--- src/rtl/counter20_pkg.sv ---
// Shared definitions for counter20 and its driver: value range, ud encoding, driver FSM states.
// Latency: n/a (types and constants only).
// Backpressure: n/a.
package counter20_pkg;

    // Highest legal counter value; the counter range is 0..MAX_VAL.
    localparam int MAX_VAL = 19;

    // ud encoding on the counter20 interface.
    localparam logic UD_UP   = 1'b0;
    localparam logic UD_DOWN = 1'b1;

    typedef enum logic [2:0] {
        S_IDLE,
        S_CHECK,
        S_PRESS,
        S_GAP,
        S_WAIT,
        S_DONE,
        S_ERR
    } drv_state_t;

endpackage

--- src/rtl/counter20_driver_if.sv ---
// Request/response and counter20 start/ud/state signals of the driver, bundled.
// Latency: n/a (wiring only).
// Backpressure: go is ignored while busy; there is no queueing.
// Ports: go/target (request), state (from counter20), start/ud (to counter20),
//        busy/done/err/presses (status back to the requester).
interface counter20_driver_if #(
    parameter int WIDTH = 5
);
    logic             go;
    logic [WIDTH-1:0] target;
    logic [WIDTH-1:0] state;
    logic             start;
    logic             ud;
    logic             busy;
    logic             done;
    logic             err;
    logic [WIDTH-1:0] presses;

    // master: the driver itself.
    modport master (
        input  go, target, state,
        output start, ud, busy, done, err, presses
    );

    // slave: requester plus counter20 side, seen from outside the driver.
    modport slave (
        output go, target, state,
        input  start, ud, busy, done, err, presses
    );
endinterface

--- src/rtl/counter20_driver_hold_timer.sv ---
// Loadable down-counter shared by the PRESS/GAP/WAIT phases of the driver.
// Latency: load takes effect on the next edge; expired is high while the count is zero.
// Backpressure: none; load overrides counting.
// Ports: clk, reset (sync, active-high), load, load_val, expired.
module hold_timer #(
    parameter int TW = 2
) (
    input  logic          clk,
    input  logic          reset,
    input  logic          load,
    input  logic [TW-1:0] load_val,
    output logic          expired
);
    logic [TW-1:0] count;

    always_ff @(posedge clk) begin
        if (reset) begin
            count <= '0;
        end else if (load) begin
            count <= load_val;
        end else if (count != '0) begin
            count <= count - TW'(1);
        end
    end

    // Loading N-1 gives a phase of exactly N cycles ending on the expired cycle.
    assign expired = (count == '0);
endmodule

--- src/rtl/counter20_driver.sv ---
// Walks a counter20 to a requested target with checked start pulses, one step at a time.
// Latency: 1 (CHECK) + PRESS_CYC + GAP_CYC + k cycles per step, plus accept and DONE/ERR cycles.
// Backpressure: go is sampled only in IDLE; requests while busy or during DONE/ERR are dropped.
// Ports: mclk, reset (sync, active-high), bus (master): go/target/state in, start/ud/busy/done/err/presses out.
module counter20_driver
    import counter20_pkg::*;
#(
    parameter int WIDTH      = 5,
    parameter int MAX_VAL    = counter20_pkg::MAX_VAL,
    parameter int PRESS_CYC  = 1,
    parameter int GAP_CYC    = 1,
    parameter int SETTLE_CYC = 4
) (
    input  logic             mclk,
    input  logic             reset,
    counter20_driver_if.master bus
);
    localparam int TMAX_A = (PRESS_CYC > GAP_CYC) ? PRESS_CYC : GAP_CYC;
    localparam int TMAX   = (TMAX_A > SETTLE_CYC) ? TMAX_A : SETTLE_CYC;
    localparam int TW     = (TMAX > 1) ? $clog2(TMAX) : 1;

    localparam logic [WIDTH-1:0] MAX_W = WIDTH'(MAX_VAL);

    drv_state_t       fsm;
    logic [WIDTH-1:0] tgt;
    logic [WIDTH-1:0] exp_state;   // value the counter must reach after this pulse
    logic [WIDTH-1:0] base_state;  // value before the pulse; anything else but exp is an error
    logic [WIDTH-1:0] presses;
    logic             start;
    logic             ud;
    logic             busy;
    logic             done;
    logic             err;

    logic             tgt_ok;
    logic             step_go;
    logic             tmr_load;
    logic [TW-1:0]    tmr_val;
    logic             tmr_expired;

    assign tgt_ok  = (tgt <= MAX_W);
    assign step_go = (fsm == S_CHECK) && tgt_ok && (bus.state != tgt);

    // The timer is reloaded on the same edge the FSM enters PRESS, GAP or WAIT.
    always_comb begin
        tmr_load = 1'b0;
        tmr_val  = '0;
        case (fsm)
            S_CHECK: begin
                if (step_go) begin
                    tmr_load = 1'b1;
                    tmr_val  = TW'(PRESS_CYC - 1);
                end
            end
            S_PRESS: begin
                if (tmr_expired) begin
                    tmr_load = 1'b1;
                    tmr_val  = TW'(GAP_CYC - 1);
                end
            end
            S_GAP: begin
                if (tmr_expired) begin
                    tmr_load = 1'b1;
                    tmr_val  = TW'(SETTLE_CYC - 1);
                end
            end
            default: begin
            end
        endcase
    end

    hold_timer #(
        .TW(TW)
    ) u_timer (
        .clk      (mclk),
        .reset    (reset),
        .load     (tmr_load),
        .load_val (tmr_val),
        .expired  (tmr_expired)
    );

    always_ff @(posedge mclk) begin
        if (reset) begin
            fsm        <= S_IDLE;
            tgt        <= '0;
            exp_state  <= '0;
            base_state <= '0;
            presses    <= '0;
            start      <= 1'b0;
            ud         <= UD_UP;
            busy       <= 1'b0;
            done       <= 1'b0;
            err        <= 1'b0;
        end else begin
            case (fsm)
                S_IDLE: begin
                    if (bus.go) begin
                        tgt     <= bus.target;
                        presses <= '0;
                        busy    <= 1'b1;
                        fsm     <= S_CHECK;
                        // Direction is settled on entry to CHECK so ud is quiet for a
                        // full cycle before start can rise.
                        if (bus.target != bus.state) begin
                            ud <= (bus.target < bus.state) ? UD_DOWN : UD_UP;
                        end
                    end
                end
                S_CHECK: begin
                    if (!tgt_ok) begin
                        err <= 1'b1;
                        fsm <= S_ERR;
                    end else if (bus.state == tgt) begin
                        done <= 1'b1;
                        fsm  <= S_DONE;
                    end else begin
                        exp_state  <= (ud == UD_DOWN) ? bus.state - WIDTH'(1)
                                                      : bus.state + WIDTH'(1);
                        base_state <= bus.state;
                        start      <= 1'b1;
                        if (presses != '1) begin
                            presses <= presses + WIDTH'(1);
                        end
                        fsm <= S_PRESS;
                    end
                end
                S_PRESS: begin
                    if (tmr_expired) begin
                        start <= 1'b0;
                        fsm   <= S_GAP;
                    end
                end
                S_GAP: begin
                    if (tmr_expired) begin
                        fsm <= S_WAIT;
                    end
                end
                S_WAIT: begin
                    // Reaching exp wins even on the timer's last cycle.
                    if (bus.state == exp_state) begin
                        fsm <= S_CHECK;
                        if (tgt != bus.state) begin
                            ud <= (tgt < bus.state) ? UD_DOWN : UD_UP;
                        end
                    end else if ((bus.state != base_state) || tmr_expired) begin
                        err <= 1'b1;
                        fsm <= S_ERR;
                    end
                end
                S_DONE, S_ERR: begin
                    done <= 1'b0;
                    err  <= 1'b0;
                    busy <= 1'b0;
                    fsm  <= S_IDLE;
                end
                default: begin
                    fsm <= S_IDLE;
                end
            endcase
        end
    end

    assign bus.start   = start;
    assign bus.ud      = ud;
    assign bus.busy    = busy;
    assign bus.done    = done;
    assign bus.err     = err;
    assign bus.presses = presses;
endmodule

--- src/flat_wrapper.sv ---
// flat-port wrapper written by rule: the top's interface ports become plain ports
module counter20_driver_flat import counter20_pkg::*;
#(
    parameter int WIDTH      = 5,
    parameter int MAX_VAL    = counter20_pkg::MAX_VAL,
    parameter int PRESS_CYC  = 1,
    parameter int GAP_CYC    = 1,
    parameter int SETTLE_CYC = 4
)
  (mclk, reset, bus_go, bus_target, bus_state, bus_start, bus_ud, bus_busy, bus_done, bus_err, bus_presses);
  counter20_driver_if #(.WIDTH(WIDTH)) bus_i ();
  input  logic mclk;
  input  logic reset;
  input wire logic [$bits(bus_i.go)-1:0] bus_go;
  input wire logic [$bits(bus_i.target)-1:0] bus_target;
  input wire logic [$bits(bus_i.state)-1:0] bus_state;
  output wire logic [$bits(bus_i.start)-1:0] bus_start;
  output wire logic [$bits(bus_i.ud)-1:0] bus_ud;
  output wire logic [$bits(bus_i.busy)-1:0] bus_busy;
  output wire logic [$bits(bus_i.done)-1:0] bus_done;
  output wire logic [$bits(bus_i.err)-1:0] bus_err;
  output wire logic [$bits(bus_i.presses)-1:0] bus_presses;
  assign bus_i.go = bus_go;
  assign bus_i.target = bus_target;
  assign bus_i.state = bus_state;
  assign bus_start = bus_i.start;
  assign bus_ud = bus_i.ud;
  assign bus_busy = bus_i.busy;
  assign bus_done = bus_i.done;
  assign bus_err = bus_i.err;
  assign bus_presses = bus_i.presses;
  counter20_driver #(.WIDTH(WIDTH), .MAX_VAL(MAX_VAL), .PRESS_CYC(PRESS_CYC), .GAP_CYC(GAP_CYC), .SETTLE_CYC(SETTLE_CYC)) u_core (.mclk(mclk), .reset(reset), .bus(bus_i));
endmodule
--- config.mk ---
export PLATFORM = sky130hd
export DESIGN_NAME = counter20_driver_flat
export DESIGN_NICKNAME = d
export VERILOG_FILES = /design/src/rtl/counter20_pkg.sv /design/src/rtl/counter20_driver_if.sv /design/src/rtl/counter20_driver_hold_timer.sv /design/src/rtl/counter20_driver.sv /design/src/flat_wrapper.sv
export SDC_FILE = /design/constraint.sdc
export NUM_CORES = 1
export LEC_CHECK = 0
export ABC_AREA = 0
export BUFFER_PORTS_ARGS = -buffer_cell sky130_fd_sc_hd__buf_2
export CORE_UTILIZATION = 30
export DETAILED_ROUTE_END_ITERATION = 10
export HOLD_SLACK_MARGIN = 0.03
export SLEW_MARGIN = 30
export SYNTH_ARGS = -nofsm -noshare
export SYNTH_HDL_FRONTEND = slang
export SYNTH_SLANG_ARGS = --single-unit
--- constraint.sdc ---
create_clock -name mclk -period 4.9 [get_ports mclk]
set_clock_uncertainty 0.1 [all_clocks]
set_input_delay 0.245 -clock mclk [delete_from_list [all_inputs] [get_ports mclk]]
set_output_delay 0.245 -clock mclk [all_outputs]
set_load 0.05 [all_outputs]
Word-level counts from Yosys, hierarchy flattened
Index checks and enable logic that the tools add are counted.
Widths: inputs -> output; s select.
{"block": "totals", "regBits": 30, "out_inout_bits": 10, "input_bits": 13, "wordCells": 111}
{"block": "op_classes", "addsub": 4, "n_lt_le_gt_ge": 3, "reduce_logical": 24, "mux": 41, "n_bitwise": 1, "n_eq_ne": 27}
{"op": "$mux 5", "n": 5}
{"op": "$mux 3", "n": 7}
{"op": "$ne 5x5->1", "n": 4}
{"op": "$mux 1", "n": 17}
{"op": "$pmux 3 s5", "n": 1}
{"op": "$ne 2x1->1 const B", "n": 7}
{"op": "$reduce_bool 2->1", "n": 7}
{"op": "$ne 2x2->1 const B", "n": 6}
{"op": "$reduce_and 4->1", "n": 3}
{"op": "$add 5x1->5 const B", "n": 2}
{"op": "$eq 5x5->1", "n": 2}
{"op": "$lt 5x5->1", "n": 2}
{"op": "$pmux 1 s2", "n": 5}
{"op": "$pmux 5 s2", "n": 1}
{"op": "$reduce_and 5->1", "n": 2}
{"op": "$eq 3x3->1 const B", "n": 3}
{"op": "$mux 2", "n": 4}
{"op": "$eq 3x2->1 const B", "n": 2}
{"op": "$reduce_and 3->1", "n": 2}
{"op": "$le 5x5->1 const B", "n": 1}
{"op": "$ne 5x5->1 const B", "n": 1}
{"op": "$sub 5x1->5 const B", "n": 1}
{"op": "$reduce_and 2->1", "n": 2}
{"op": "$reduce_or 2->1", "n": 2}
{"op": "other kinds (10)", "n": 11}

Logic depth before layout (Yosys ltp)
Gate-level depths: netlist (run 1).
{"block": "logic_depth", "depth_word": 6, "mapped_depth": 8}

Modules after synthesis
A second synthesis (run 1) with hierarchy kept.
{"block": "unflattened", "hier_cells": 222, "hier_area_um2": 1934.4}
{"module": "counter20_driver", "cells_per_inst": 210, "instances": 1, "area_per_inst_um2": 1813.0}
{"module": "hold_timer", "cells_per_inst": 12, "instances": 1, "area_per_inst_um2": 121.4}

Least setup slack after synthesis (run 1)
No wires, ideal clock.
{"block": "synth_path", "kind": "in2reg", "start": "input port bus_state[4]", "end": "register u_core.base_state[0]", "path_stages": 8, "t_required_ns": 4.672, "slack_ns": 2.737, "arrival_time_ns": 1.935, "cell_sequence": "clkbuf_1 > inv_1 > ha_1 > and3_1 > a311oi_4 > buf_6 > mux2i_1 > nor2_1"}
{"block": "synth_via", "elab_chain_len": 3}
{"item": "start, declared", "line_no": "flat_wrapper.sv:16", "rtl": "input wire logic [$bits(bus_i.state)-1:0] bus_state;"}
{"item": "$eq 5x5->1", "line_no": "counter20_driver.sv:113", "rtl": "end else if (bus.state == tgt) begin"}
{"item": "$not 1->1 (no line)"}
{"item": "$reduce_and 3->1 (no line)"}
{"item": "end signal, assigned", "line_no": "counter20_driver.sv:119", "rtl": "base_state <= bus.state;"}
{"item": "end, declared", "line_no": "counter20_driver.sv:27", "rtl": "logic [WIDTH-1:0] base_state;"}
No other way between the ends.
A chain may end at the register's enable or synchronous reset.

Worst setup path in the final report (run 1)
{"block": "layout_path", "start": "register u_core.fsm[0]", "end": "register u_core.base_state[3]"}
{"block": "layout_via", "elab_chain_len": 2}
{"item": "start, declared", "line_no": "counter20_driver.sv:24", "rtl": "drv_state_t fsm;"}
{"item": "start signal, assigned", "line_no": "counter20_driver.sv:84", "rtl": "fsm <= S_IDLE;"}
{"item": "start signal, assigned", "line_no": "counter20_driver.sv:101", "rtl": "fsm <= S_CHECK;"}
{"item": "start signal, assigned", "line_no": "counter20_driver.sv:112", "rtl": "fsm <= S_ERR;"}
{"item": "$eq 3x1->1", "line_no": "counter20_driver.sv:95", "rtl": "case (fsm)"}
{"item": "$reduce_and 3->1 (no line)"}
No other way between the ends.

==> results of run 1 <==
## cells by family after synthesis
logic type	share of synthesized area [%]
AOI/OAI and AO/OA	18.7
muxes	6.79
buffers and inverters	6.20
DFF	31.3
xor gates and xnor gates	6.85
adders and majority gates	11.5
and+or+nand+nor	18.7
## tightest hold or removal path, stage by stage
cell and delay (ns):
buf_2 0.09, a21oi_1 0.05, nor2_1 0.07
## stage by stage
step	utilization (%)	setup WS [ns]
2_1_floorplan	-	2.74
3_3_place_gp	34.4	2.37
3_5_place_dp	34.6	2.30
4_1_cts	35.9	2.32
5_1_grt	36.1	2.50
6_report	36.1	2.69
## power by group through the flow
| stage | Clock [uW] | Sequential, uW | Combinational (uW) |
|---|---|---|---|
| floorplan | 0 | 387 | 389 |
| global placement | 0 | 371 | 495 |
| detailed placement | 0 | 375 | 504 |
| CTS | 194 | 370 | 508 |
| global route | 204 | 380 | 573 |
| finish | 188 | 369 | 508 |
## flip-flops by register name (all words and copies together), names as in the netlist
name,count
u_core.base_state,5
u_core.bus.busy,1
u_core.bus.done,1
u_core.bus.err,1
u_core.bus.presses,5
u_core.bus.start,1
u_core.bus.ud,1
u_core.exp_state,5
u_core.fsm,3
u_core.tgt,5
u_core.u_timer.count,2
## how the worst min path moves through the flow
stage               slack [ns]                          startpoint                                 end  depth (start not counted)
CTS                        0.1                       bus_target[0]          u_core.tgt[0]$_SDFFE_PP0P_                          3
global route              0.09                       bus_target[0]          u_core.tgt[0]$_SDFFE_PP0P_                          3
global placement          0.38  u_core.bus.presses[3]$_SDFFE_PP0P_  u_core.bus.presses[3]$_SDFFE_PP0P_                          2
floorplan                 0.28                       bus_target[0]          u_core.tgt[0]$_SDFFE_PP0P_                          2
finish                    0.10                       bus_target[0]          u_core.tgt[0]$_SDFFE_PP0P_                          3
detailed placement        0.39  u_core.bus.presses[4]$_SDFFE_PP0P_  u_core.bus.presses[4]$_SDFFE_PP0P_                          2
## layer usage
layer	global-route usage (%)	routed length [um]	vias up
li1	-	-	822
met1	18.7	2000	750
met4	4.74	51	0
met3	3.44	195	5
met2	21.3	1920	32
met5	0	0	-
## placed cells by master (no fill, tap or decap), types with 5 or more instances in the layout
| cell | netlist | layout |
|---|---|---|
| a21oi_1 | 15 | 15 |
| and3_1 | 6 | 6 |
| buf_2 | 2 | 22 |
| clkbuf_8 | 0 | 5 |
| dfxtp_1 | 30 | 30 |
| ha_1 | 16 | 16 |
| inv_1 | 18 | 18 |
| mux2i_1 | 13 | 13 |
| nand2_1 | 6 | 6 |
| nand3_1 | 5 | 5 |
| nor2_1 | 32 | 32 |
| o21ai_0 | 6 | 6 |
| xnor2_1 | 8 | 8 |
| xor2_1 | 7 | 7 |
## layout make-up
type / instances / area, um^2
clock buffers: 5 / 68.8
fillers: 639 / 3850
inverters: 18 / 67.6
flip-flops and latches: 30 / 601
repair buffers: 23 / 121
multi-input cells: 165 / 1210
clock inverters: 2 / 10.0
well taps: 75 / 93.8
==> impl_results.md, run 1 <==
- 1st-pass router iterations: 4
- DRC viols: 0
- CP Class: flop to flop
- Flop-to-flop setup slack: around 2.7 ns
- Clock Pin Slew Worst Setup and Hold Paths: roughly 0.070 ns
- Vias in the first global route: 1481
- Asr flop ratio synth: 0%
- Clk Tree Root Cell: clkbuf_8
- Initial antenna violation count: 0
- WL/cell: around 13 um
- DIE AREA: 0.00671 mm^2
- First-pass GRT wire length: around 7 mm
- Cts bufs inserted: 5
- Worst Hold Class: primary input to flop
- Finished Layout Cells: 318
- Worst relative slew slack: 56.1%
- Clk buf depth: 2
- Port Buffers: 22
- Seq pwr share: around a third
- HPWL after DPL: roughly 3.1 mm
- Setup TNS: 0 ns
- Initial core utilization: between 30% and 40%
- Static Leakage: 0.000964 uW
- CTS Sinks: 30
- Peak VDD IR: ~0.23 mV
- Critical-path maximum fanout: 14
- Routability cong.: ~0.80
- Peak Freq: 452 MHz
- Final setup fails: 0
- Cells after synthesis: roughly 220
- Max_cap viols: 0
- Worst Hold Margin: ~0.10 ns
- Drt via density: 5.06
- Worst reg2reg path depth: 5
- Crit path max-delay family: flip-flops
- Pwr Density: between 400 and 500 mW/mm^2
- Setup Buffers After CTS: 0
- Predominant post-synthesis flop cell: dfxtp_1
- Most common cell in the synthesized netlist: nor2_1
- Post_cts resized: 0
- Post-synthesis sequential area ratio: between 30% and 40%
- Largest net degree at the start of global routing: 31
- CP bufs+invs: 1
- Net Sw Frac: roughly 42%
- GRT Overall Usage: ~14%
- Post-synth top cells: nor2_1, dfxtp_1, inv_1
- CORE AREA: about 0.0060 mm^2
- I/O pin cnt: 23
- Top-area cell type share of the netlist area: 31.3%
- Placed insts: 310
- Period utilization: 45.2%
- Crit-path max cell delay: 0.63 ns
- Psw: approximately 450 uW
- Total nets after synthesis: 254
- Final WL: ~4.2 mm
- Htree depth: 2
- CP cell instances: or3b_4 -> a311oi_4 -> buf_6 -> mux2i_1 -> nor2_1
- Comb power frac: about 48%
- Yosys Warn Count: 0
- Design Area, Final: roughly 0.0022 mm^2
- Slowest cell on crit path: dfxtp_1
- Mapped Area: about 0.0019 mm^2
- Fin. max-slew vios: 0
- Grt total ovfl: 0
- Outcome: complete, no violations
- N_diodes: 0
- Internal: about 600 uW
- Reg-to-reg critical path startpoint: u_core.fsm[0]$_SDFFE_PP0P_
- Die height: slightly above 80 um
- Area grow syn2layout: 13.4%
- Width of the die: 81.9 um
- Rows: 28
- CP Launch Type: flop
- Total power: between 1000 and 1500 uW
- Dpl cell area: between 0.002 and 0.0025 mm^2
- Minimum clock period: ~2.2 ns
- RSZ-0062 raised after global routing: no
- Synth unique cells: 43
- Yosys reg bits: 30
- Crit path DAT: between 2 and 2.5 ns
- Levels on crit path: 5
- Area contributors post-synth: dfxtp_1, ha_1, mux2i_1
- Syn avg cell area: between 8 and 9 um^2
- DR iter-0 viols: 92
- Leading area contributor after synthesis: dfxtp_1
- CTS tree: yes
- Critical Path RT: between 4 and 5 ns
- Crit path capture type: flop
- Worst Tran Pin Value: between 0.6 and 0.7 ns
- Part of the power in the clock network: between 10% and 20%
- Layout Nets: approximately 270
- Setup crit end: u_core.base_state[3]$_SDFFE_PP0P_
- Vias: between 1.5k and 2k
- Worst setup startpoint: u_core.fsm[0]$_SDFFE_PP0P_
- Final hold vios: 0
- Routed Antenna Nets: 0
- Number of flops mapped to enable cells by yosys: 0
- FF-to-FF End: u_core.base_state[3]$_SDFFE_PP0P_
- Latest clock arrival within the worst-skew pair: about 0.28 ns
- CTS Hold Bufs: 0
- Fraction of layout cells with a size suffix above 1: 17.3%
(Power assumes the default switching activity.)
==> run 2: changes to the inputs <==
clock period = 2.2 ns   (was 4.9 ns; I/O delays follow)
==> impl_results.md, run 2 (synthesis results as in run 1) <==
- GRT Overall Usage: 13.8% (was 13.9%)
- Worst Tran Pin Value: 0.593 ns (was 0.656 ns)
- WL met2: 1.87 mm (was 1.92 mm)
- Vias in the first global route: 1487 (was 1481)
- Worst relative slew slack: 60.5% (was 56.1%)
- Wl on met1: 2.14 mm (was 2.00 mm)
- DRC viols: 0 (unchanged)
- Drt via density: 4.89 (was 5.06)
- Clock Pin Slew Worst Setup and Hold Paths: 0.07 ns (about the same)
- Highest metal used: met4 (unchanged)
- Grt total ovfl: 0 (unchanged)
- 1st-pass router iterations: 4 (unchanged)
- Setup Buffers After CTS: 0 (unchanged)
- RSZ-0062 raised after global routing: no (unchanged)
- Outcome: complete, no violations (unchanged)
- CTS Sinks: 30 (unchanged)
- Period utilization: 90.7% (was 45.2%)
- Peak Freq: 501 MHz (was 452 MHz)
- Static Leakage: 0.00101 uW (was 0.000964 uW)
- N_diodes: 0 (unchanged)
- CP Launch Type: flop (unchanged)
- Initial antenna violation count: 0 (unchanged)
- Commonest non-fill, non-tap cell in the layout: nor2_1 (unchanged)
- Post-Route Utilization: 37.7% (was 36.1%)
- HPWL after DPL: 3.11 mm (was 3.14 mm)
- Largest net degree at the start of global routing: 31 (unchanged)
- CTS Hold Bufs: 5 (was 0)
- Vias: 1608 (was 1609)
- Rows: 28 (unchanged)
- Layout Nets: 283 (was 273)
- WL/cell: 12.9 um (was 13.1 um)
- Pwr Density: 1090 mW/mm^2 (was 490 mW/mm^2)
- Initial core utilization: 31.8% (unchanged)
- Crit path DAT: 2.08 ns (was 2.25 ns)
- Latest clock arrival within the worst-skew pair: 0.28 ns (about the same)
- Clk buf depth: 2 (unchanged)
- Post_cts resized: 0 (unchanged)
- Port Buffers: 22 (unchanged)
- Crit path capture type: flop (unchanged)
- I/O pin cnt: 23 (unchanged)
- Peak VDD IR: 0.489 mV (was 0.232 mV)
- Fraction of layout cells with a size suffix above 1: 18.5% (was 17.3%)
- Minimum clock period: 2.00 ns (was 2.21 ns)
- Critical-path maximum fanout: 8 (was 14)
- Commonest non-fill, non-tap cells in the layout: nor2_1, dfxtp_1, buf_2, inv_1, ha_1 (unchanged)
- Final setup fails: 0 (unchanged)
- Final WL: 4.23 mm (was 4.17 mm)
- Worst Hold Class: primary input to flop (unchanged)
- DIE AREA: 0.00671 mm^2 (unchanged)
- First-pass GRT wire length: 6.99 mm (was 7.02 mm)
- Fin. max-slew vios: 0 (unchanged)
- Cts bufs inserted: 5 (unchanged)
- Routability cong.: 0.867 (was 0.805)
- Die height: 81.9 um (unchanged)
- Routed Antenna Nets: 0 (unchanged)
- Clk Tree Root Cell: clkbuf_8 (unchanged)
- CORE AREA: 0.00603 mm^2 (unchanged)
- DR iter-0 viols: 103 (was 92)
- Htree depth: 2 (unchanged)
- Critical Path RT: 2.28 ns (was 4.94 ns)
- Final hold vios: 0 (unchanged)
- Max_cap viols: 0 (unchanged)
- CP Class: flop to flop (unchanged)
- Met3 Routed Length: 167 um (was 195 um)
- Area grow syn2layout: 18.7% (was 13.4%)
- Setup TNS: 0 ns (unchanged)
- CTS tree: yes (unchanged)
- Width of the die: 81.9 um (unchanged)
==> run 2: layout make-up <==
cell class | instances | area [um^2]
inverter | 18 | 67.6
timing repair buffer | 33 | 218
tap | 75 | 93.8
clock buffer | 7 | 86.3
fill | 646 | 3750
clock inverter | 1 | 5.00
sequential | 30 | 601
multi-input combinational | 165 | 1200
==> run 2: metal layers <==
layer | vias to the layer above | GRT usage, %
met2 | 33 | 21.5
met1 | 724 | 18.6
li1 | 846 | -
met5 | - | 0
met4 | 0 | 4.74
met3 | 5 | 3.00
==> run 2: power breakdown <==
group	internal (uW)	switching, uW	leakage, uW	total, uW
clock network	252	208	0.0000482	459
logic	525	697	0.000719	1220
registers	676	111	0.000245	787
==> run 2: through the flow <==
step,std cells,total power [uW],instance area [um^2],setup WS (ns),hold slack [ns]
after floorplan,224,1730,1920,0.158,0.149
after global placement,316,1990,2130,0.207,0.255
after detailed placement,316,2010,2130,0.202,0.263
after CTS,329,2490,2270,0.208,0.0594
after global routing,329,2660,2270,0.0884,0.0748
final,329,2470,2270,0.204,0.0615
==> run 2: path summary, 6_finish.rpt <==
| path | end | slack [ns] | cells past startpoint | start |
|---|---|---|---|---|
| setup reg to reg | u_core.bus.presses[2]$_SDFFE_PP0P_ | 0.20 | 6 | u_core.tgt[3]$_SDFFE_PP0P_ |
| hold reg to reg | u_core.bus.presses[3]$_SDFFE_PP0P_ | 0.39 | 2 | u_core.bus.presses[3]$_SDFFE_PP0P_ |
| setup / recovery | u_core.bus.presses[2]$_SDFFE_PP0P_ | 0.20 | 6 | u_core.tgt[3]$_SDFFE_PP0P_ |
| hold / removal | u_core.base_state[3]$_SDFFE_PP0P_ | 0.06 | 3 | bus_state[3] |
==> run 2: critical path, cell delays in order, from the launching register on <==
cell and delay (ns):
dfxtp_1 0.33, ha_1 0.29, and3_1 0.27, a31o_2 0.28, a21oi_2 0.30, a21oi_1 0.12
a31o_2 0.21
